<file path="config.mk">
export PLATFORM = sky130hd
export DESIGN_NAME = param_rr_select
export DESIGN_NICKNAME = d
export VERILOG_FILES = /design/src/rtl/param_rr_select.sv
export SDC_FILE = /design/constraint.sdc
export NUM_CORES = 1
export LEC_CHECK = 0
export ABC_AREA = 1
export ABC_CLOCK_PERIOD_IN_PS = 1700
export CORE_AREA = 2 2 39 41
export DETAILED_ROUTE_END_ITERATION = 12
export DIE_AREA = 0 0 41 43
export PLACE_DENSITY_LB_ADDON = 0.12
export SLEW_MARGIN = 15
export SYNTH_ARGS = -nofsm -noshare
export SYNTH_HDL_FRONTEND = slang
export SYNTH_SLANG_ARGS = --single-unit
</file>
<file path="constraint.sdc">
create_clock -name i_clk -period 1.7 [get_ports i_clk]
set_input_delay 0.17 -clock i_clk [delete_from_list [all_inputs] [get_ports i_clk]]
set_output_delay 0.17 -clock i_clk [all_outputs]
set_load 0.005 [all_outputs]
</file>
<file path="src/rtl/param_rr_select.sv">
// Round-robin select generator for the parameterized mux.
// Arbitrates among DEPTH requesters and holds each grant until the
// downstream consumer completes a valid/ready handshake. It then rotates
// priority so that the requester just served is searched last.
module param_rr_select #(
  parameter int DEPTH = 2,
  parameter int SEL_W = $clog2(DEPTH)
) (
  input  logic             i_clk,
  input  logic             i_rst,
  input  logic [DEPTH-1:0] i_req,
  input  logic             i_ready,
  output logic             o_valid,
  output logic [SEL_W-1:0] o_select,
  output logic [DEPTH-1:0] o_grant
);

  typedef enum logic {
    IDLE  = 1'b0,
    GRANT = 1'b1
  } state_t;

  state_t           state_q, state_d;
  logic [SEL_W-1:0] ptr_q, ptr_d;
  logic [SEL_W-1:0] sel_q, sel_d;
  logic [DEPTH-1:0] grant_q, grant_d;

  logic [SEL_W-1:0] search_start;
  logic [SEL_W-1:0] sel_inc;
  logic [SEL_W-1:0] win;
  logic             hit;
  logic [DEPTH-1:0] req_sh;
  int               idx;

  // Circular search over i_req starting at search_start. On a handshake the
  // search starts just past the word being accepted, otherwise at ptr.
  always_comb begin
    sel_inc      = (sel_q == SEL_W'(DEPTH - 1)) ? '0 : sel_q + SEL_W'(1);
    search_start = (state_q == GRANT) ? sel_inc : ptr_q;
    hit          = 1'b0;
    win          = '0;
    idx          = 0;
    req_sh       = '0;
    for (int k = 0; k < DEPTH; k++) begin
      idx = int'(search_start) + k;
      if (idx >= DEPTH) idx = idx - DEPTH;
      req_sh = i_req >> idx;
      if (!hit && req_sh[0]) begin
        hit = 1'b1;
        win = SEL_W'(idx);
      end
    end
  end

  // Next-state logic: grab a winner from IDLE, hold through backpressure,
  // rotate on a handshake (back-to-back when another request is waiting).
  always_comb begin
    state_d = state_q;
    ptr_d   = ptr_q;
    sel_d   = sel_q;
    grant_d = grant_q;
    case (state_q)
      IDLE: begin
        if (hit) begin
          state_d = GRANT;
          sel_d   = win;
          grant_d = {{(DEPTH-1){1'b0}}, 1'b1} << win;
        end
      end
      GRANT: begin
        if (i_ready) begin
          ptr_d = sel_inc;
          if (hit) begin
            sel_d   = win;
            grant_d = {{(DEPTH-1){1'b0}}, 1'b1} << win;
          end else begin
            state_d = IDLE;
            grant_d = '0;
          end
        end
      end
      default: begin
        state_d = IDLE;
        grant_d = '0;
      end
    endcase
  end

  // State, pointer and registered outputs; reset wins over any handshake.
  always_ff @(posedge i_clk) begin
    if (i_rst) begin
      state_q <= IDLE;
      ptr_q   <= '0;
      sel_q   <= '0;
      grant_q <= '0;
    end else begin
      state_q <= state_d;
      ptr_q   <= ptr_d;
      sel_q   <= sel_d;
      grant_q <= grant_d;
    end
  end

  assign o_valid  = (state_q == GRANT);
  assign o_select = sel_q;
  assign o_grant  = grant_q;

endmodule

</file>
==> results.sh, run 1 <==
export IMPL_synth_distinct_cells=10
export IMPL_met1_length_um=212
export IMPL_syn_area_um2=214
export IMPL_die_y_um=43
export IMPL_min_path_type="reg2reg"
export IMPL_synth_fa_ha_area_share_pct=0
export IMPL_drtIter0Drc=2
export IMPL_rsz0062_at_grt="no"
export IMPL_drt_wirelength_per_cell_um=7.90
export IMPL_worstSetupPathType="reg2out"
export IMPL_fin_crit_sh_pct=80.4
export IMPL_crit_fanout=6
export IMPL_ys_async_sr_fraction_pct=0
export IMPL_fmax_ghz=0.731
export IMPL_crit_path_cell_trace="clkdlybuf4s50_1"
export IMPL_critPathLaunch="o_valid$_SDFF_PP0_"
export IMPL_dieArea_um2=1760
export IMPL_cp_num_buf_inv=1
export IMPL_die_x_um=41
export IMPL_setup_viol=0
export IMPL_syn_nets=35
export IMPL_place_ws_ns=0.486
export IMPL_yosys_area_share_simple_pct=26.3
export IMPL_finalMaxSlewViolations=0
export IMPL_skew_ns=0.00284
export IMPL_stdcell_area_um2=340
export IMPL_holdBufCountCts=0
export IMPL_placedInstanceArea_um2=314
export IMPL_min_from="ptr_q$_SDFFE_PP0P_"
export IMPL_synthMuxAreaShare_pct=0
export IMPL_numCtsBuffers=3
export IMPL_top_layer="met4"
export IMPL_htree_num_levels=1
export IMPL_netlist_top_cells_count="6 x nand2_1, 5 x a21oi_1, 5 x dfxtp_1"
export IMPL_leakagePower_nw=0.141
export IMPL_grt_max_degree=7
export IMPL_synthFlopType="dfxtp_1"
export IMPL_synth_avg_cell_area_um2=7.13
export IMPL_diodes=0
export IMPL_num_vias=222
export IMPL_worstMarginPinSlew_ns=0.195
export IMPL_dr_wl_met2_um=180
export IMPL_rows=14
export IMPL_cts_tree="done"
export IMPL_hold_violations=0
export IMPL_drt_pass1_iterations=4
export IMPL_ys_warn_count=0
export IMPL_globalRouteOverflowTotal=0
export IMPL_clock_latency_ns=0.25
export IMPL_worst_slack_ns=0.333
export IMPL_synth_edff_count=0
export IMPL_core_um2=1380
export IMPL_cts_root_buf="clkbuf_4"
export IMPL_cp_end_kind="primary output"
export IMPL_routed_wl_um=458
export IMPL_drc=0
export IMPL_r2r_start="o_valid$_SDFF_PP0_"
export IMPL_power_density_nw_per_um2=954
export IMPL_dr_wl_met3_um=54
export IMPL_synth_xor_area_share_pct=0
export IMPL_maxSlewHeadroom_pct=87.0
export IMPL_grt_pass1_wl_um=703
export IMPL_status="completed"
export IMPL_initial_core_util_pct=15.5
export IMPL_yosysTopAreaCell="dfxtp_1"
export IMPL_min_period_ns=1.37
export IMPL_path_clk_slew_ns=0.04
export IMPL_postCtsSetupBuffers=0
export IMPL_post_synth_top_count_cell="nand2_1"
export IMPL_grt_pass1_vias=186
export IMPL_arrival_ns=1.20
export IMPL_irDropWorstVdd_uv=268
export IMPL_place_gp_congestion=0.704
export IMPL_ant_nets=0
export IMPL_track_usage_pct=6.53
export IMPL_cts_resized=0
export IMPL_crit_required_ns=1.53
export IMPL_synth_compound_area_share_pct=18.1
export IMPL_netlist_area_leader_share_pct=46.8
export IMPL_syn_to_final_growth_pct=59.1
export IMPL_ys_seq_elements=5
export IMPL_drive_above_1_share_pct=14.3
export IMPL_cts_sinks=5
export IMPL_fillers=158
export IMPL_synthTopCellsByArea="dfxtp_1 47%, a21oi_1 12%, nand2_1 11%"
export IMPL_drv_cap=0
export IMPL_io_pins=9
export IMPL_portBuffers=8
export IMPL_whs_ns=0.480
export IMPL_critPathLaunchType="flop"
export IMPL_yosysSeqAreaShare_pct=46.8
export IMPL_viasPerCell=3.83
export IMPL_crit_slowest_cell="clkdlybuf4s50_1"
export IMPL_tns_ns=0
export IMPL_layout_nets=48
export IMPL_synth_top_family_by_area="simple AND/OR/NAND/NOR gates"
export IMPL_max_stage_delay_ns=0.54
export IMPL_antenna_found_initial=0
export IMPL_cp_top_family="buffers and inverters"
export IMPL_syn_inst=30
export IMPL_clockBufferDepth=2
## placed cells by master, fill, tap and decap left out, drive strengths merged
cell type	synthesis	routed
clkdlybuf4s50	0	8
nand2	7	7
a21oi	5	5
dfxtp	5	5
inv	5	5
nand3	4	4
clkbuf	0	4
nor2	2	2
o21ai	2	2
## worst reg2reg max path, stage by stage (launching register included)
cell	delay, ns
dfxtp_1	0.41
inv_1	0.06
nand2_1	0.06
nand3_1	0.09
nand3_1	0.12
a21oi_1	0.07
## path summary, 6_finish.rpt
check                                                to  slack [ns]  cells past startpoint
worst min register to register       ptr_q$_SDFFE_PP0P_        0.48                      2
worst max-delay path                            o_valid        0.33                      1
worst min-delay path                 ptr_q$_SDFFE_PP0P_        0.48                      2
worst max register to register  o_grant[1]$_SDFFE_PP0P_        0.78                      5
## metal layers
layer	track usage, %	vias up
li1	-	120
met1	8.36	91
met2	6.56	9
met3	3.14	2
met4	8.00	0
met5	0	-
## through the flow
stage | power [W] | util, % | instances
2_1_floorplan | 0.000155 | - | 30
3_3_place_gp | 0.000186 | 22.7 | 54
3_5_place_dp | 0.000185 | 22.7 | 54
4_1_cts | 0.000329 | 24.6 | 58
5_1_grt | 0.000340 | 24.6 | 58
6_report | 0.000325 | 24.6 | 58
## sequential cells by signal (all words and copies together) (netlist names)
| signal | flops |
|---|---|
| o_grant | 2 |
| o_valid | 1 |
| o_select | 1 |
| ptr_q | 1 |
## kinds of logic after synthesis
family                 after synthesis
AOI/OAI and AO/OA                    7
buffers and inverters                5
DFF                                  5
and+or+nand+nor                     13
## area by class of cell
| cell class | count | area, um^2 | area share [%] |
|---|---|---|---|
| inverter | 5 | 18.8 | 5.51 |
| clock buffer | 4 | 26.3 | 7.72 |
| multi-input combinational | 20 | 95.1 | 27.9 |
| tap | 16 | 20.0 | 5.88 |
| sequential | 5 | 100 | 29.4 |
| timing repair buffer | 8 | 80.1 | 23.5 |
## report_power, final
| group | switching [W] | internal (W) | total, W | leakage (nW) |
|---|---|---|---|---|
| clock network | 0.0000532 | 0.0000890 | 0.000142 | 0.0150 |
| registers | 0.00000617 | 0.000126 | 0.000132 | 0.0414 |
| logic | 0.0000214 | 0.0000286 | 0.0000500 | 0.0847 |
| total | 0.0000808 | 0.000244 | 0.000325 | 0.141 |
(Power assumes the default switching activity.)
==> inputs of run 2 (changes only) <==
Settings changed: ABC_CLOCK_PERIOD_IN_PS 1700 to 1100.
Clock period 1.7 ns to 1.1 ns, I/O delays scaled along.
==> run 2 against run 1 <==
Compared with the run above: clock skew is 0.0010 ns lower; critical path depth is 5 higher; count of clock-buffer cells in the layout stayed put; sequential share of layout area is 1.4 points lower; combinational power is 67% higher; critical endpoint is now o_grant[1]$_SDFFE_PP0P_; cell area is 5.1% higher; clock power is 53% higher.
==> results.sh, run 2 (synthesis gave the netlist of run 1 again) <==
export IMPL_status="completed"
export IMPL_grt_pass1_vias=210
export IMPL_grt_pass1_wl_um=828
export IMPL_clockBufferDepth=2
export IMPL_drc=0
export IMPL_clock_latency_ns=0.24
export IMPL_path_clk_slew_ns=0.04
export IMPL_r2r_slack_ns=0.14
export IMPL_crit_required_ns=1.28
export IMPL_drt_pass1_iterations=3
export IMPL_track_usage_pct=7.93
export IMPL_whs_ns=0.476
export IMPL_num_vias=236
export IMPL_critPathLaunchType="flop"
export IMPL_met1_length_um=244
export IMPL_skew_ns=0.00180
export IMPL_dieArea_um2=1760
export IMPL_r2r_cells=6
export IMPL_die_x_um=41
export IMPL_largest_reg_flops=2
export IMPL_crit_slowest_cell="dfxtp_1"
export IMPL_worstMarginPinSlew_ns=0.215
export IMPL_max_stage_delay_ns=0.30
export IMPL_dr_wl_met2_um=210
export IMPL_min_path_type="reg2reg"
export IMPL_power_density_nw_per_um2=1400
export IMPL_cts_root_buf="clkbuf_4"
export IMPL_cp_end_kind="flop"
export IMPL_postCtsSetupBuffers=0
export IMPL_final_cell_mix="6 x nand2_1, 5 x a21oi_1, 5 x dfxtp_1"
export IMPL_fin_crit_sh_pct=86.9
export IMPL_io_pins=9
export IMPL_rows=14
export IMPL_hold_violations=0
export IMPL_htree_num_levels=1
export IMPL_cts_sinks=5
export IMPL_rsz0062_at_grt="no"
export IMPL_maxSlewHeadroom_pct=85.7
export IMPL_finalMaxSlewViolations=0
export IMPL_ant_nets=0
export IMPL_fillers=156
export IMPL_portBuffers=8
export IMPL_initial_core_util_pct=15.5
export IMPL_r2r_end="o_grant[1]$_SDFFE_PP0P_"
export IMPL_place_gp_congestion=0.688
export IMPL_crit_fanout=5
export IMPL_cts_tree="done"
export IMPL_drtIter0Drc=6
export IMPL_worstSetupPathType="reg2reg"
export IMPL_diodes=0
export IMPL_numCtsBuffers=3
export IMPL_routed_wl_um=521
export IMPL_min_period_ns=0.956
export IMPL_arrival_ns=1.13
export IMPL_top_layer="met4"
export IMPL_dr_wl_met3_um=54
export IMPL_drv_cap=0
export IMPL_cp_endpoint="o_grant[1]$_SDFFE_PP0P_"
export IMPL_drt_wirelength_per_cell_um=8.54
export IMPL_post_route_util_pct=25.9
export IMPL_core_um2=1380
export IMPL_critPathLaunch="o_valid$_SDFF_PP0_"
export IMPL_post_dp_hpwl_um=391
export IMPL_globalRouteOverflowTotal=0
export IMPL_syn_to_final_growth_pct=67.3
export IMPL_r2r_start="o_valid$_SDFF_PP0_"
export IMPL_p_total_w=0.000502
export IMPL_tns_ns=0
export IMPL_layout_nets=51
export IMPL_irDropWorstVdd_uv=429
export IMPL_final_common_cell="nand2_1"
export IMPL_leakagePower_nw=0.169
export IMPL_setup_viol=0
export IMPL_antenna_found_initial=0
export IMPL_crit_path_cell_trace="buf_4, nand2_2, o21ai_2, inv_2, nand3_1, a21oi_1"
export IMPL_die_y_um=43
export IMPL_grt_max_degree=6
export IMPL_drive_above_1_share_pct=20.0
export IMPL_viasPerCell=3.87
export IMPL_fmax_ghz=1.05
-- run 2: timing repair --
item / CTS / global route
endpoints found under the hold margin: 0 / 0
endpoints found under the setup margin: 4 / 0
hold buffers: 0 / 0
resized for setup: 4 / 0
-- run 2: cell type report --
class | instances | area (um^2) | share of cell area (%)
sequential | 5 | 100 | 28.0
timing repair buffer | 11 | 97.6 | 27.3
multi-input combinational | 20 | 95.1 | 26.6
clock buffer | 4 | 26.3 | 7.34
tap | 16 | 20.0 | 5.59
inverter | 5 | 18.8 | 5.24
-- run 2: worst max-delay path, delay by kind of cell, from the launching register on --
family	cells	cell delay (ns)
AND/OR/NAND/NOR	2	0.16
flip-flops	1	0.30
buffers and inverters	2	0.20
AO/OA/AOI/OAI	2	0.21
-- run 2: worst min-delay path by stage --
stage | startpoint | end | depth (start not counted)
floorplan | i_rst | o_grant[0]$_SDFFE_PP0P_ | 1
global placement | o_grant[0]$_SDFFE_PP0P_ | o_grant[0]$_SDFFE_PP0P_ | 2
detailed placement | o_select$_SDFFE_PP0P_ | o_select$_SDFFE_PP0P_ | 2
CTS | o_select$_SDFFE_PP0P_ | o_select$_SDFFE_PP0P_ | 2
global route | ptr_q$_SDFFE_PP0P_ | ptr_q$_SDFFE_PP0P_ | 2
finish | o_grant[0]$_SDFFE_PP0P_ | o_grant[0]$_SDFFE_PP0P_ | 2
-- run 2: routing by layer --
layer / global-route usage (%) / vias to the layer above
met4: 10.0 / 0
met2: 8.44 / 7
met5: 0 / -
met1: 8.68 / 100
li1: - / 127
met3: 5.24 / 2
-- run 2: through the flow --
step / setup slack, ns / instance area (um^2) / cells
floorplan: 0.243 / 214 / 30
global route: 0.0476 / 358 / 61
CTS: 0.142 / 358 / 61
global placement: -0.0789 / 337 / 57
finish: 0.144 / 358 / 61
detailed placement: -0.0685 / 337 / 57
-- run 2: power breakdown --
part / total [W] / switching [W] / internal (W)
registers: 0.000201 / 0.00000584 / 0.000195
clock network: 0.000217 / 0.0000799 / 0.000137
logic: 0.0000835 / 0.0000385 / 0.0000450
total: 0.000502 / 0.000124 / 0.000377
==> inputs of run 3 (changes only) <==
Settings changed: ABC_CLOCK_PERIOD_IN_PS 1100 to 1200.
Clock period 1.1 ns to 1.2 ns, I/O delays scaled along.
==> run 3 against run 2 <==
Compared with the run above: clock skew is 0.0032 ns higher; cell count is 3.3% lower; cell area is 1.0% lower; clock power is 9.7% lower; critical path depth is 5 lower; setup slack better by 0.078 ns; non-clock buffer count is 2 lower; hold slack worse by 0.0010 ns; wire length is 3.1% higher; combinational power is 15% lower; sequential power is 7% lower; power is 9.6% lower; critical path type is now reg2out; largest cell class unchanged; highest routed layer unchanged.
==> results.sh, run 3 (synthesis gave the netlist of run 1 again) <==
export IMPL_worst_slack_ns=0.222
export IMPL_antenna_found_initial=0
export IMPL_crit_required_ns=1.08
export IMPL_ant_nets=0
export IMPL_status="completed"
export IMPL_fillers=162
export IMPL_largest_reg_flops=2
export IMPL_post_route_util_pct=25.6
export IMPL_layout_nets=49
export IMPL_cp_top_family="flip-flops"
export IMPL_grt_pass1_wl_um=765
export IMPL_fmax_ghz=1.02
export IMPL_globalRouteOverflowTotal=0
export IMPL_min_path_type="reg2reg"
export IMPL_stdcell_area_um2=354
export IMPL_drive_above_1_share_pct=18.6
export IMPL_r2r_cells=5
export IMPL_diodes=0
export IMPL_crit_slowest_cell="dfxtp_4"
export IMPL_hold_end="o_grant[0]$_SDFFE_PP0P_"
export IMPL_core_um2=1380
export IMPL_hold_depth=2
export IMPL_worstSetupPathType="reg2out"
export IMPL_r2r_end="o_select$_SDFFE_PP0P_"
export IMPL_cts_tree="done"
export IMPL_crit_path_cell_trace="dlygate4sd2_1"
export IMPL_rows=14
export IMPL_power_density_nw_per_um2=1280
export IMPL_register_area_um2=104
export IMPL_die_x_um=41
export IMPL_viasPerCell=4.10
export IMPL_final_cell_mix="6 x nand2_1, 5 x a21oi_1"
export IMPL_holdBufCountCts=0
export IMPL_hold_violations=0
export IMPL_skew_ns=0.00497
export IMPL_io_pins=9
export IMPL_routed_wl_um=537
export IMPL_placedInstanceArea_um2=322
export IMPL_htree_num_levels=1
export IMPL_die_y_um=43
export IMPL_cts_sinks=5
export IMPL_critPathLaunchType="flop"
export IMPL_r2r_slack_ns=0.33
export IMPL_path_clk_slew_ns=0.05
export IMPL_leakagePower_nw=0.183
export IMPL_crit_fanout=6
export IMPL_multi_input_area_um2=95.1
export IMPL_drc=0
export IMPL_min_from="o_grant[0]$_SDFFE_PP0P_"
export IMPL_rsz0062_at_grt="no"
export IMPL_irDropWorstVdd_uv=456
export IMPL_drtIter0Drc=3
export IMPL_cp_end_kind="primary output"
export IMPL_drv_cap=0
export IMPL_cts_root_buf="clkbuf_4"
export IMPL_portBuffers=8
export IMPL_min_period_ns=0.978
export IMPL_clock_latency_ns=0.24
export IMPL_drt_wirelength_per_cell_um=9.10
export IMPL_worstMarginPinSlew_ns=0.203
export IMPL_cp_num_buf_inv=1
export IMPL_drt_pass1_iterations=3
export IMPL_clockBufferDepth=2
export IMPL_r2r_start="o_valid$_SDFF_PP0_"
export IMPL_maxSlewHeadroom_pct=86.4
export IMPL_tns_ns=0
export IMPL_fin_crit_sh_pct=81.5
export IMPL_finalMaxSlewViolations=0
export IMPL_grt_pass1_vias=198
export IMPL_setup_viol=0
export IMPL_place_ws_ns=0.0178
export IMPL_dieArea_um2=1760
export IMPL_grt_max_degree=7
export IMPL_initial_core_util_pct=15.5
export IMPL_num_vias=242
export IMPL_syn_to_final_growth_pct=65.5
export IMPL_place_gp_congestion=0.719
export IMPL_max_stage_delay_ns=0.35
export IMPL_numCtsBuffers=3
export IMPL_final_common_cell="nand2_1"
export IMPL_arrival_ns=0.86
export IMPL_post_dp_hpwl_um=384
export IMPL_track_usage_pct=7.22
[run 3: routing by layer]
metal,track usage [%],routed length [um],vias to the layer above
li1,-,-,124
met4,10.0,13,0
met2,7.81,234,7
met3,3.14,36,2
met1,8.33,252,109
met5,0,0,-
[run 3: stage by stage]
stage	hold slack [ns]	power (W)	std cells
after floorplan	0.189	0.000220	30
after global placement	0.473	0.000266	55
after detailed placement	0.476	0.000266	55
after CTS	0.482	0.000463	59
after global routing	0.503	0.000487	59
final	0.475	0.000454	59
[run 3: area by class of cell]
type / count / area share, %
sequential: 5 / 29.3
timing repair buffer: 9 / 25.4
multi-input combinational: 20 / 26.9
inverter: 5 / 5.30
clock buffer: 4 / 7.42
tap: 16 / 5.65
[run 3: how the worst max path moves through the flow]
stage                       startpoint                      end  slack (ns)  depth (start not counted)
4_1_cts        o_grant[1]$_SDFFE_PP0P_               o_grant[1]        0.01                          1
2_1_floorplan       o_valid$_SDFF_PP0_  o_grant[1]$_SDFFE_PP0P_        0.34                          5
3_5_place_dp                   i_ready  o_grant[1]$_SDFFE_PP0P_        0.02                          7
3_3_place_gp                   i_ready    o_select$_SDFFE_PP0P_       0.006                          7
5_1_grt                        i_ready  o_grant[1]$_SDFFE_PP0P_        0.17                          7
6_report            o_valid$_SDFF_PP0_                  o_valid        0.22                          1
[run 3: timing repair]
action / CTS / global route
endpoints found under the setup margin: 2 / 2
pin swaps: 0 / 0
gates resized for setup: 4 / 2
buffers inserted: 0 / 0
[run 3: power by group]
part	switching (W)	internal (W)	leakage, nW
registers	0.00000822	0.000178	0.0418
logic	0.0000327	0.0000381	0.127
clock network	0.0000704	0.000126	0.0150
total	0.000111	0.000342	0.183
